### config.mk
export PLATFORM = sky130hd
export DESIGN_NAME = rect_list_ctrl
export DESIGN_NICKNAME = d
export VERILOG_FILES = /design/src/rtl/rect_pkg.sv /design/src/rtl/rect_prio_enc.sv /design/src/rtl/rect_list_ctrl.sv
export SDC_FILE = /design/constraint.sdc
export NUM_CORES = 1
export LEC_CHECK = 0
export ABC_AREA = 1
export BUFFER_PORTS_ARGS = -buffer_cell sky130_fd_sc_hd__buf_2
export CORE_AREA = 2 2 244 246
export CTS_CLUSTER_SIZE = 28
export DETAILED_ROUTE_END_ITERATION = 10
export DIE_AREA = 0 0 246 248
export PLACE_DENSITY_LB_ADDON = 0.25
export SYNTH_ARGS = -nofsm -noshare
export SYNTH_HDL_FRONTEND = slang
export SYNTH_SLANG_ARGS = --single-unit
### constraint.sdc
create_clock -name clk -period 3.2 [get_ports clk]
set_input_delay 0.32 -clock clk [delete_from_list [all_inputs] [get_ports clk]]
set_output_delay 0.32 -clock clk [all_outputs]
set_load 0.005 [all_outputs]
### src/rtl/rect_pkg.sv
// Shared types for the rectangle scheduler: colour codes, slot descriptor,
// the miss descriptor that makes genRect draw black, and FSM states.
package rect_pkg;

  localparam int RECT_CW = 10;

  typedef enum logic [1:0] {
    WHITE = 2'd0,
    RED   = 2'd1,
    BLUE  = 2'd2,
    GREEN = 2'd3
  } color_t;

  typedef struct packed {
    logic               en;
    logic [RECT_CW-1:0] x1;
    logic [RECT_CW-1:0] y1;
    logic [RECT_CW-1:0] x2;
    logic [RECT_CW-1:0] y2;
    color_t             color;
  } rect_t;

  // x1/y1 all-ones with x2/y2 zero is an empty box, so genRect outputs black
  localparam rect_t MISS_RECT = '{
    en:    1'b0,
    x1:    {RECT_CW{1'b1}},
    y1:    {RECT_CW{1'b1}},
    x2:    {RECT_CW{1'b0}},
    y2:    {RECT_CW{1'b0}},
    color: WHITE
  };

  typedef enum logic {
    ST_IDLE  = 1'b0,
    ST_CLEAR = 1'b1
  } state_t;

  function automatic logic rect_hit(input rect_t r,
                                    input logic [RECT_CW-1:0] px,
                                    input logic [RECT_CW-1:0] py);
    return r.en && (px >= r.x1) && (px <= r.x2) && (py >= r.y1) && (py <= r.y2);
  endfunction

endpackage

### src/rtl/rect_prio_enc.sv
// Lowest-index-wins priority encoder; idx is zero when nothing requests.
module rect_prio_enc #(
  parameter int N = 8,
  localparam int IW = $clog2(N)
) (
  input  logic [N-1:0]  req,
  output logic          hit,
  output logic [IW-1:0] idx
);

  always_comb begin
    hit = |req;
    idx = {IW{1'b0}};
    for (int i = N - 1; i >= 0; i--) begin
      idx = req[i] ? IW'(i) : idx;
    end
  end

endmodule

### src/rtl/rect_list_ctrl.sv
// Shadow/active rectangle table with frame-start commit and a 2-stage
// per-pixel lookup that feeds the single genRect colour stage.
import rect_pkg::*;

module rect_list_ctrl #(
  parameter int N_RECT  = 8,
  parameter int COORD_W = RECT_CW,
  localparam int IDX_W  = $clog2(N_RECT)
) (
  input  logic               clk,
  input  logic               rst_n,
  input  logic               wr_valid,
  output logic               wr_ready,
  input  logic [IDX_W-1:0]   wr_idx,
  input  logic               wr_en,
  input  logic [COORD_W-1:0] wr_x1,
  input  logic [COORD_W-1:0] wr_y1,
  input  logic [COORD_W-1:0] wr_x2,
  input  logic [COORD_W-1:0] wr_y2,
  input  logic [1:0]         wr_color,
  input  logic               clr_req,
  input  logic               frame_start,
  input  logic               pix_valid,
  input  logic [COORD_W-1:0] x,
  input  logic [COORD_W-1:0] y,
  output logic               sel_valid,
  output logic [IDX_W-1:0]   sel_idx,
  output logic [COORD_W-1:0] sel_x1,
  output logic [COORD_W-1:0] sel_y1,
  output logic [COORD_W-1:0] sel_x2,
  output logic [COORD_W-1:0] sel_y2,
  output logic [1:0]         sel_color,
  output logic [COORD_W-1:0] out_x,
  output logic [COORD_W-1:0] out_y,
  output logic               busy
);

  state_t             state_q, state_d;
  logic [IDX_W-1:0]   clr_cnt_q, clr_cnt_d;
  logic               wr_ready_q, wr_ready_d;
  logic               busy_q, busy_d;
  logic               wr_acc_s;

  rect_t              shadow_q [N_RECT];
  rect_t              shadow_d [N_RECT];
  rect_t              active_q [N_RECT];

  logic [N_RECT-1:0]  hit_d, hit_q;
  logic [COORD_W-1:0] px_q, py_q;
  logic               pv_q;

  logic               win_hit_s;
  logic [IDX_W-1:0]   win_idx_s;
  rect_t              sel_rect_q, sel_rect_d;
  logic               sel_valid_q;
  logic [IDX_W-1:0]   sel_idx_q, sel_idx_d;
  logic [COORD_W-1:0] out_x_q, out_y_q;

  assign wr_acc_s = wr_valid & wr_ready_q;

  always_comb begin
    state_d    = state_q;
    clr_cnt_d  = clr_cnt_q;
    wr_ready_d = wr_ready_q;
    busy_d     = busy_q;
    case (state_q)
      ST_IDLE: begin
        if (clr_req) begin
          state_d    = ST_CLEAR;
          clr_cnt_d  = {IDX_W{1'b0}};
          wr_ready_d = 1'b0;
          busy_d     = 1'b1;
        end else begin
          wr_ready_d = 1'b1;
          busy_d     = 1'b0;
        end
      end
      ST_CLEAR: begin
        if (clr_cnt_q == IDX_W'(N_RECT - 1)) begin
          state_d    = ST_IDLE;
          wr_ready_d = 1'b1;
          busy_d     = 1'b0;
        end else begin
          clr_cnt_d  = clr_cnt_q + {{(IDX_W-1){1'b0}}, 1'b1};
        end
      end
      default: begin
        state_d    = ST_IDLE;
        wr_ready_d = 1'b1;
        busy_d     = 1'b0;
      end
    endcase
  end

  always_ff @(posedge clk or negedge rst_n) begin
    if (!rst_n) begin
      state_q    <= ST_IDLE;
      clr_cnt_q  <= {IDX_W{1'b0}};
      wr_ready_q <= 1'b1;
      busy_q     <= 1'b0;
    end else begin
      state_q    <= state_d;
      clr_cnt_q  <= clr_cnt_d;
      wr_ready_q <= wr_ready_d;
      busy_q     <= busy_d;
    end
  end

  // A write and the clear sweep never coincide: writes are only taken in IDLE.
  always_comb begin
    shadow_d = shadow_q;
    if (wr_acc_s) begin
      shadow_d[wr_idx] = '{en: wr_en, x1: wr_x1, y1: wr_y1, x2: wr_x2, y2: wr_y2,
                           color: color_t'(wr_color)};
    end else if (state_q == ST_CLEAR) begin
      shadow_d[clr_cnt_q].en = 1'b0;
    end else begin
      shadow_d = shadow_q;
    end
  end

  // Commit copies the pre-edge shadow, so a same-cycle write waits a frame.
  always_ff @(posedge clk or negedge rst_n) begin
    if (!rst_n) begin
      for (int i = 0; i < N_RECT; i++) begin
        shadow_q[i] <= '0;
        active_q[i] <= '0;
      end
    end else begin
      for (int i = 0; i < N_RECT; i++) begin
        shadow_q[i] <= shadow_d[i];
        active_q[i] <= frame_start ? shadow_q[i] : active_q[i];
      end
    end
  end

  always_comb begin
    for (int i = 0; i < N_RECT; i++) begin
      hit_d[i] = rect_hit(active_q[i], x, y);
    end
  end

  rect_prio_enc #(.N(N_RECT)) u_prio (
    .req (hit_q & {N_RECT{pv_q}}),
    .hit (win_hit_s),
    .idx (win_idx_s)
  );

  always_comb begin
    if (win_hit_s) begin
      sel_rect_d = active_q[win_idx_s];
      sel_idx_d  = win_idx_s;
    end else begin
      sel_rect_d = MISS_RECT;
      sel_idx_d  = {IDX_W{1'b0}};
    end
  end

  always_ff @(posedge clk or negedge rst_n) begin
    if (!rst_n) begin
      hit_q       <= {N_RECT{1'b0}};
      px_q        <= {COORD_W{1'b0}};
      py_q        <= {COORD_W{1'b0}};
      pv_q        <= 1'b0;
      sel_rect_q  <= MISS_RECT;
      sel_valid_q <= 1'b0;
      sel_idx_q   <= {IDX_W{1'b0}};
      out_x_q     <= {COORD_W{1'b0}};
      out_y_q     <= {COORD_W{1'b0}};
    end else begin
      hit_q       <= hit_d;
      px_q        <= x;
      py_q        <= y;
      pv_q        <= pix_valid;
      sel_rect_q  <= sel_rect_d;
      sel_valid_q <= win_hit_s;
      sel_idx_q   <= sel_idx_d;
      out_x_q     <= px_q;
      out_y_q     <= py_q;
    end
  end

  assign wr_ready  = wr_ready_q;
  assign busy      = busy_q;
  assign sel_valid = sel_valid_q;
  assign sel_idx   = sel_idx_q;
  assign sel_x1    = sel_rect_q.x1;
  assign sel_y1    = sel_rect_q.y1;
  assign sel_x2    = sel_rect_q.x2;
  assign sel_y2    = sel_rect_q.y2;
  assign sel_color = sel_rect_q.color;
  assign out_x     = out_x_q;
  assign out_y     = out_y_q;

endmodule

Word-level counts from Yosys, hierarchy flattened
Cells that the tools add are included.
{"block": "op_classes", "muxes": 32, "order_cmp": 37, "add_sub_neg": 1, "n_eq_ne": 4, "bitwise_logic": 6, "n_reduce_logical": 37}
{"op": "$bwmux 344", "count": 2}
{"op": "$mux 344", "count": 2}
{"op": "$demux 43 s3", "count": 2}
{"op": "$ge 10x10->1", "count": 16}
{"op": "$le 10x10->1", "count": 16}
{"op": "$bmux 43 s3", "count": 1}
{"op": "$mux 42", "count": 3}
{"op": "$mux 43", "count": 2}
{"op": "$logic_and 1x1->1", "count": 34}
{"op": "$mux 3", "count": 11}
{"op": "$ge 4x4->1 const B", "count": 3}
{"op": "$not 3->4", "count": 3}
{"op": "$and 8x8->8", "count": 1}
{"op": "$lt 4x1->1 const B", "count": 2}
{"op": "$reduce_or 8->1", "count": 1}
{"op": "$pmux 1 s2", "count": 3}
{"op": "$pmux 3 s2", "count": 1}
{"op": "$mux 1", "count": 5}
{"op": "$ne 2x2->1 const B", "count": 2}
{"op": "$add 3x1->3 const B", "count": 1}
{"op": "$eq 3x3->1 const B", "count": 1}
{"op": "$ne 2x1->1 const B", "count": 1}
{"op": "$reduce_and 2->1", "count": 1}
{"op": "$reduce_bool 2->1", "count": 1}
{"op": "other kinds (2)", "count": 2}
{"block": "word_totals", "output_inout_bits": 68, "register_bits": 789}

Logic depth before layout (Yosys ltp)
Gate-level depths: netlist of run 1.
{"block": "depth", "ltp_word": 14, "mapped_depth": 15, "depth_no_buf": 13}

Modules after synthesis
A second synthesis of run 1 with hierarchy kept.
{"block": "unflattened", "cells_unflattened": 4352, "hier_area_um2": 38653.3}
{"mod": "rect_list_ctrl", "instances": 1, "seq_area_each_um2": 19770.2, "cells_each": 4330, "area_per_inst_um2": 38554.5}
{"mod": "rect_prio_enc", "instances": 1, "seq_area_each_um2": 0.0, "cells_each": 22, "area_per_inst_um2": 98.8}

Worst setup path after synthesis of run 1
Ideal clock, no wire load.
{"block": "synth_path", "path_type": "input -> register", "startpoint": "input frame_start", "endpoint": "register active_q[303] (netlist bit)", "setup_time_ns": 0.125, "cell_stages": 5, "t_arrival_ns": 1.428, "slack_ns": 1.648, "cell_sequence": "buf_2 buf_2 clkbuf_1 buf_2 mux2_2"}
{"element": "start, declared", "line": "rect_list_ctrl.sv:22", "source": "input logic frame_start,"}
{"element": "end signal, assigned by index", "line": "rect_list_ctrl.sv:132", "source": "active_q[i] <= frame_start ? shadow_q[i] : active_q[i];"}
{"element": "end, declared", "line": "rect_list_ctrl.sv:46", "source": "rect_t active_q [N_RECT];"}
No word-level cell between the ends.

==> results of run 1 <==
==> sequential cells by signal, indices dropped and copies added, names as in the netlist <==
signal     count
sel_x1        10
state_q        1
pv_q           1
out_y         10
sel_y2        10
hit_q          8
active_q     344
clr_cnt_q      3
wr_ready       1
sel_valid      1
sel_y1        10
sel_x2        10
sel_idx        3
busy           1
shadow_q     344
out_x         10
px_q          10
py_q          10
sel_color      2
==> per-layer routing <==
layer | vias to the layer above | share of wire [%] | global-route usage [%]
met5 | - | 0 | 0
met4 | 0 | 5.1 | 18.6
met3 | 318 | 8.7 | 5.86
met2 | 1433 | 45 | 56.9
met1 | 15400 | 41 | 50.2
li1 | 14719 | - | -
==> what timing repair did <==
item,in CTS,in global routing
hold endpoints to repair,57,0
buffers inserted,0,0
hold buffers,5,0
gates resized for setup,0,0
==> cell type report <==
| cell class | count | area [um^2] |
|---|---|---|
| flip-flops and latches | 789 | 19800 |
| multi-input cells | 2971 | 16400 |
| fillers | 4279 | 15300 |
| clock buffers | 112 | 2340 |
| inverters | 436 | 1640 |
| repair buffers | 199 | 1490 |
| well taps | 773 | 967 |
| clock inverters | 35 | 543 |
| diodes | 1 | 2.50 |
==> worst max-delay path: stages, from the launching register on <==
cell and delay, ns:
dfrtp_1 0.51, nand2_8 0.38, nand2_1 0.19, a21oi_4 0.21, clkinv_2 0.39, buf_4 0.47, nand3_1 0.21, nand3_1 0.12
nand2_1 0.11, inv_1 0.05
==> worst max path at each step <==
stage                                           end      startpoint  slack [ns]
after global routing            sel_y1[7]$_DFF_PN1_  pv_q$_DFF_PN0_        0.36
after global placement          sel_x1[7]$_DFF_PN1_  pv_q$_DFF_PN0_        0.66
after CTS                       sel_y1[7]$_DFF_PN1_  pv_q$_DFF_PN0_        0.52
after floorplan           active_q[303]$_DFFE_PN0P_     frame_start        1.65
final                           sel_y1[7]$_DFF_PN1_  pv_q$_DFF_PN0_        0.47
after detailed placement        sel_x1[9]$_DFF_PN1_  pv_q$_DFF_PN0_        0.61
==> where the power goes <==
group          leakage, nW  total, mW  switching, mW  internal, mW
Combinational         9.88       10.9           6.99          3.91
Clock                 1.40       10.2           4.05          6.17
Sequential            9.99       15.8           2.06          13.8
Total                 21.3       37.0           13.1          23.9
==> cell usage after synthesis, drive strengths merged, types with 2 or more instances <==
| library cell | number | area (um^2) |
|---|---|---|
| o2111ai | 13 | 114 |
| a22oi | 8 | 60.1 |
| a21oi | 117 | 589 |
| nand3 | 422 | 2110 |
| a211oi | 7 | 52.6 |
| mux2 | 40 | 450 |
| buf | 101 | 572 |
| dfstp | 21 | 552 |
| o211ai | 23 | 173 |
| dfrtp | 768 | 19200 |
| nor3b | 2 | 15.0 |
| ha | 322 | 4030 |
| clkbuf | 123 | 462 |
| nor2 | 145 | 547 |
| inv | 435 | 1630 |
| o21a | 16 | 120 |
| nor4 | 10 | 62.6 |
| nor3 | 9 | 45.0 |
| nand2 | 1098 | 4130 |
| o21bai | 6 | 45.0 |
| o21ai | 696 | 3480 |
| nand4 | 29 | 181 |
==> cell families (layout without fill, tap and decap cells) <==
kind of cell	Yosys count	count (layout)	synth area share, %
buf+inv	660	782	6.90
fa+ha+maj	322	322	10.4
flops	789	789	51.1
other cells	0	1	0
mux	40	40	1.16
compound gates	892	892	12.1
simple gates	1717	1717	18.4
==> flow_summary.toml, run 1 <==
[outcome]
status = "completed"

[logic_synthesis]
synth-edff-count = 0
syn_area_um2 = 38700
avgSynthCellArea_um2 = 8.76
async_flop_share_pct = 100
ys_types = 39
ys.warnings.count = 0
syn_inst = 4420
synth_top_flop_cell = "dfrtp_1"
synth_nets = 4814
synth-seq-cells = 789
ys_seq_area_share_pct = 51.1

[route]
wl_um = 109000
ant_nets = 0
avgViaCountPerCell = 6.00
firstDrtPassIters = 6
wl_per_cell_um = 20.6
vias = 31870
drt_iter0_markers = 3128
drcViolationCount = 0

[floorplan]
pin_count = 140
fp.dieH_um = 248
row_count = 89
dieArea_um2 = 61000
coreArea_um2 = 58500
start_util_pct = 66.2
chipWidth_um = 246

[flow_run]
cap_violations = 0

[power_and_ir_drop]
power.total_mw = 37.0
leakagePower_nw = 21.3
vdd_drop_max_uv = 596
p_per_area_nw_per_um2 = 857

[setup_path]
crit_required_ns = 3.76
end_kind = "flop"
rrSetupSlack_ns = 0.47
r2r_end = "sel_y1[7]$_DFF_PN1_"
path_max_fanout = 48
crit_type = "flop to flop"
r2r_start = "pv_q$_DFF_PN0_"
cp-start-kind = "flop"
r2r_cells = 9
cp.arrival_ns = 3.30

[timing]
hold_viol_final = 0
fmax_mhz = 366
worst_pin_slew_ns = 1.27
fin_ws_ns = 0.468
period_needed_ns = 2.73
slew_violations = 0
slew-limit-headroom_pct = 15.5
grt_setup_unrepaired = "false"
fin_skew_ns = 0.0214
whs_ns = 0.0563
setup_viol = 0
period_share_pct = 85.4
setup_tns_ns = 0

[cells_and_area]
mostFrequentLayoutCells = "1086 x nand2_1, 768 x dfrtp_1, 695 x o21ai_0"
stdcell_count = 5316
fin_nets = 4872
drive_gt1_share_pct = 8.89
final_util_pct = 73.8
stdcell_area_um2 = 43100
layout_commonest_cell = "nand2_1"
area_delta_synth_final_pct = 11.4

[placement]
place.gp.congestion = 0.921
dp_hpwl_um = 71700
port_buffers = 139
dpl_cell_area_um2 = 40200
post-place-cells = 5163
pre_cts_ws_ns = 0.612

[clock_tree]
clock_latency_ns = 0.63
cts_buffers = 81
cts_tree = "done"
cts_root_buf = "clkbuf_16"
cts_sinks = 789
clkTransAtPathRegs_ns = 0.06
htreeDepth = 3
clockBufferDepth = 3

[grt]
grt_usage_pct = 36.6
antenna_found_initial = 1
grt_pass1_vias = 30789
grt-ovfl-total = 0
grt_pass1_wl_um = 172000
grt_max_degree = 151

[worst_hold_path]
hold_path.class = "input port to flop"
hold_start = "wr_color[0]"
min_to = "shadow_q[129]$_DFFE_PN0P_"
hold_depth = 3
(Power assumes the default switching activity.)
==> inputs of run 2 (changes only) <==
CORE_AREA = 2 2 315 317   (was 2 2 244 246)
DIE_AREA = 0 0 317 319   (was 0 0 246 248)
==> run 2 against run 1 <==
Compared with the run above: via count is 4.0% lower; utilization is 28 points lower; clock power is 5% higher; sequential share of layout area is 1.2 points lower; critical path depth is 1 higher; non-clock buffer count is 32 higher; critical path type is now input port to flop; worst setup slack better by 0.26 ns; global-route usage is 13 points lower.
==> flow_summary.toml, run 2 (synthesized netlist as in run 1, its figures left out) <==
[setup_path]
path_max_fanout = 7
crit_required_ns = 3.78
cp.arrival_ns = 3.06
rrSetupSlack_ns = 0.73
r2r_start = "pv_q$_DFF_PN0_"
r2r_end = "sel_y2[0]$_DFF_PN0_"
end_kind = "flop"
cp-start-kind = "input port"
crit_type = "input port to flop"
critPathLaunch = "x[0]"
r2r_cells = 8
crit_end = "hit_q[3]$_DFF_PN0_"

[grt]
grt_max_degree = 147
grt_usage_pct = 23.6
grt_pass1_vias = 29234
antenna_found_initial = 5
grt-ovfl-total = 0
grt_pass1_wl_um = 183000

[timing]
setup_viol = 0
hold_viol_final = 0
grt_setup_unrepaired = "false"
fin_ws_ns = 0.724
period_share_pct = 77.4
setup_tns_ns = 0
slew-limit-headroom_pct = 41.0
worst_pin_slew_ns = 0.885
fin_skew_ns = 0.0299
fmax_mhz = 404
slew_violations = 0
period_needed_ns = 2.48

[floorplan]
fp.dieH_um = 319
dieArea_um2 = 101000
coreArea_um2 = 97700
chipWidth_um = 317
row_count = 115
start_util_pct = 39.6
pin_count = 140

[cells_and_area]
layout_commonest_cell = "nand2_1"
top_regs = "active_q: 344 flops, shadow_q: 344 flops"
drive_gt1_share_pct = 9.64
mostFrequentLayoutCells = "1086 x nand2_1, 768 x dfrtp_1, 695 x o21ai_0"
area_delta_synth_final_pct = 14.3
fin_nets = 4911
stdcell_area_um2 = 44200
stdcell_count = 5871
antenna_cells = 0

[placement]
place.gp.congestion = 0.940
pre_cts_ws_ns = 0.698
dp_hpwl_um = 80500
post-place-cells = 5709
port_buffers = 139
dpl_cell_area_um2 = 41200

[power_and_ir_drop]
vdd_drop_max_uv = 448
switching_share_pct = 35.3
internal-power_mw = 24.1
leakagePower_nw = 21.5
p_per_area_nw_per_um2 = 844
comb_power_share_pct = 29.2
pwr-share-clk_pct = 28.6
p_seq_share_pct = 42.2
p_switching_mw = 13.2

[worst_hold_path]
hold_path.class = "input port to flop"

[route]
vias = 30601
wl_per_cell_um = 20.1
firstDrtPassIters = 6
wl_um = 118000
drcViolationCount = 0
drt_iter0_markers = 2724
ant_nets = 0
avgViaCountPerCell = 5.21

[clock_tree]
cts_setup_buffers = 0
cts_sinks = 789
cts_resized = 0
clkTransAtPathRegs_ns = 0.06
clock_latency_ns = 0.67
cts_tree = "done"
clockBufferDepth = 3
cts_root_buf = "clkbuf_16"
cts_buffers = 88
htreeDepth = 3

[flow_run]
cap_violations = 0

[outcome]
status = "completed"
run 2: cell types whose count changed in the layout (fill, tap and decap cells not counted), sizes merged:
| cell | change |
|---|---|
| buf | +32 |
| bufinv | -1 |
| clkbuf | +10 |
| clkinv | -1 |
| clkinvlp | -1 |
| diode | -1 |
| inv | +3 |
run 2: critical path: stages:
cell	delay, ns
dlygate4sd3_1	0.53
buf_2	0.13
inv_1	0.54
buf_4	0.27
ha_1	0.16
nor2_1	0.04
o211a_1	0.19
o21ai_0	0.50
nand3_1	0.19
nor3_1	0.18
run 2: worst min-delay path by stage:
stage | to | cells after the start | slack (ns) | startpoint
after floorplan | active_q[0]$_DFFE_PN0P_ | 0 | 0.02 | rst_n
after global placement | out_y[8]$_DFF_PN0_ | 0 | 0.33 | py_q[8]$_DFF_PN0_
after detailed placement | out_x[9]$_DFF_PN0_ | 0 | 0.33 | px_q[9]$_DFF_PN0_
after CTS | shadow_q[334]$_DFFE_PN0P_ | 3 | 0.007 | wr_x1[1]
after global routing | shadow_q[33]$_DFFE_PN0P_ | 3 | 0.04 | wr_x1[1]
final | shadow_q[205]$_DFFE_PN0P_ | 3 | 0.04 | wr_x1[1]
run 2: power groups by stage:
stage	Combinational, mW	Sequential [mW]	Clock [mW]
6_report	10.9	15.7	10.7
5_1_grt	12.6	16.2	11.3
4_1_cts	10.9	15.7	10.9
3_5_place_dp	10.9	15.8	0
3_3_place_gp	10.6	15.8	0
2_1_floorplan	7.40	15.2	0
run 2: what timing repair did:
item / 4_1_cts / 5_1_grt
endpoints found under the hold margin: 57 / 0
hold buffers: 5 / 0
endpoints found under the setup margin: 0 / 0
run 2: metal layers:
metal,up-vias,GRT usage [%],part of all wire [%]
li1,14824,-,-
met1,14862,33.6,46
met2,752,37.5,47
met3,159,3.03,5.0
met4,4,6.87,2.5
met5,-,0,0.020
run 2: metrics by stage:
| step | total power [mW] | utilization [%] | hold WS (ns) |
|---|---|---|---|
| after global placement | 26.4 | 42.1 | 0.332 |
| after detailed placement | 26.7 | 42.1 | 0.335 |
| final | 37.3 | 45.3 | 0.0446 |
| after CTS | 37.5 | 45.3 | 0.00692 |
| after floorplan | 22.6 | - | 0.0244 |
| after global routing | 40.1 | 45.3 | 0.0385 |
run 2: area by class of cell:
class / count / area [um^2]
well taps: 1287 / 1610
fillers: 9493 / 53500
inverters: 436 / 1640
clock buffers: 122 / 2490
clock inverters: 35 / 538
flip-flops and latches: 789 / 19800
multi-input cells: 2971 / 16400
repair buffers: 231 / 1820
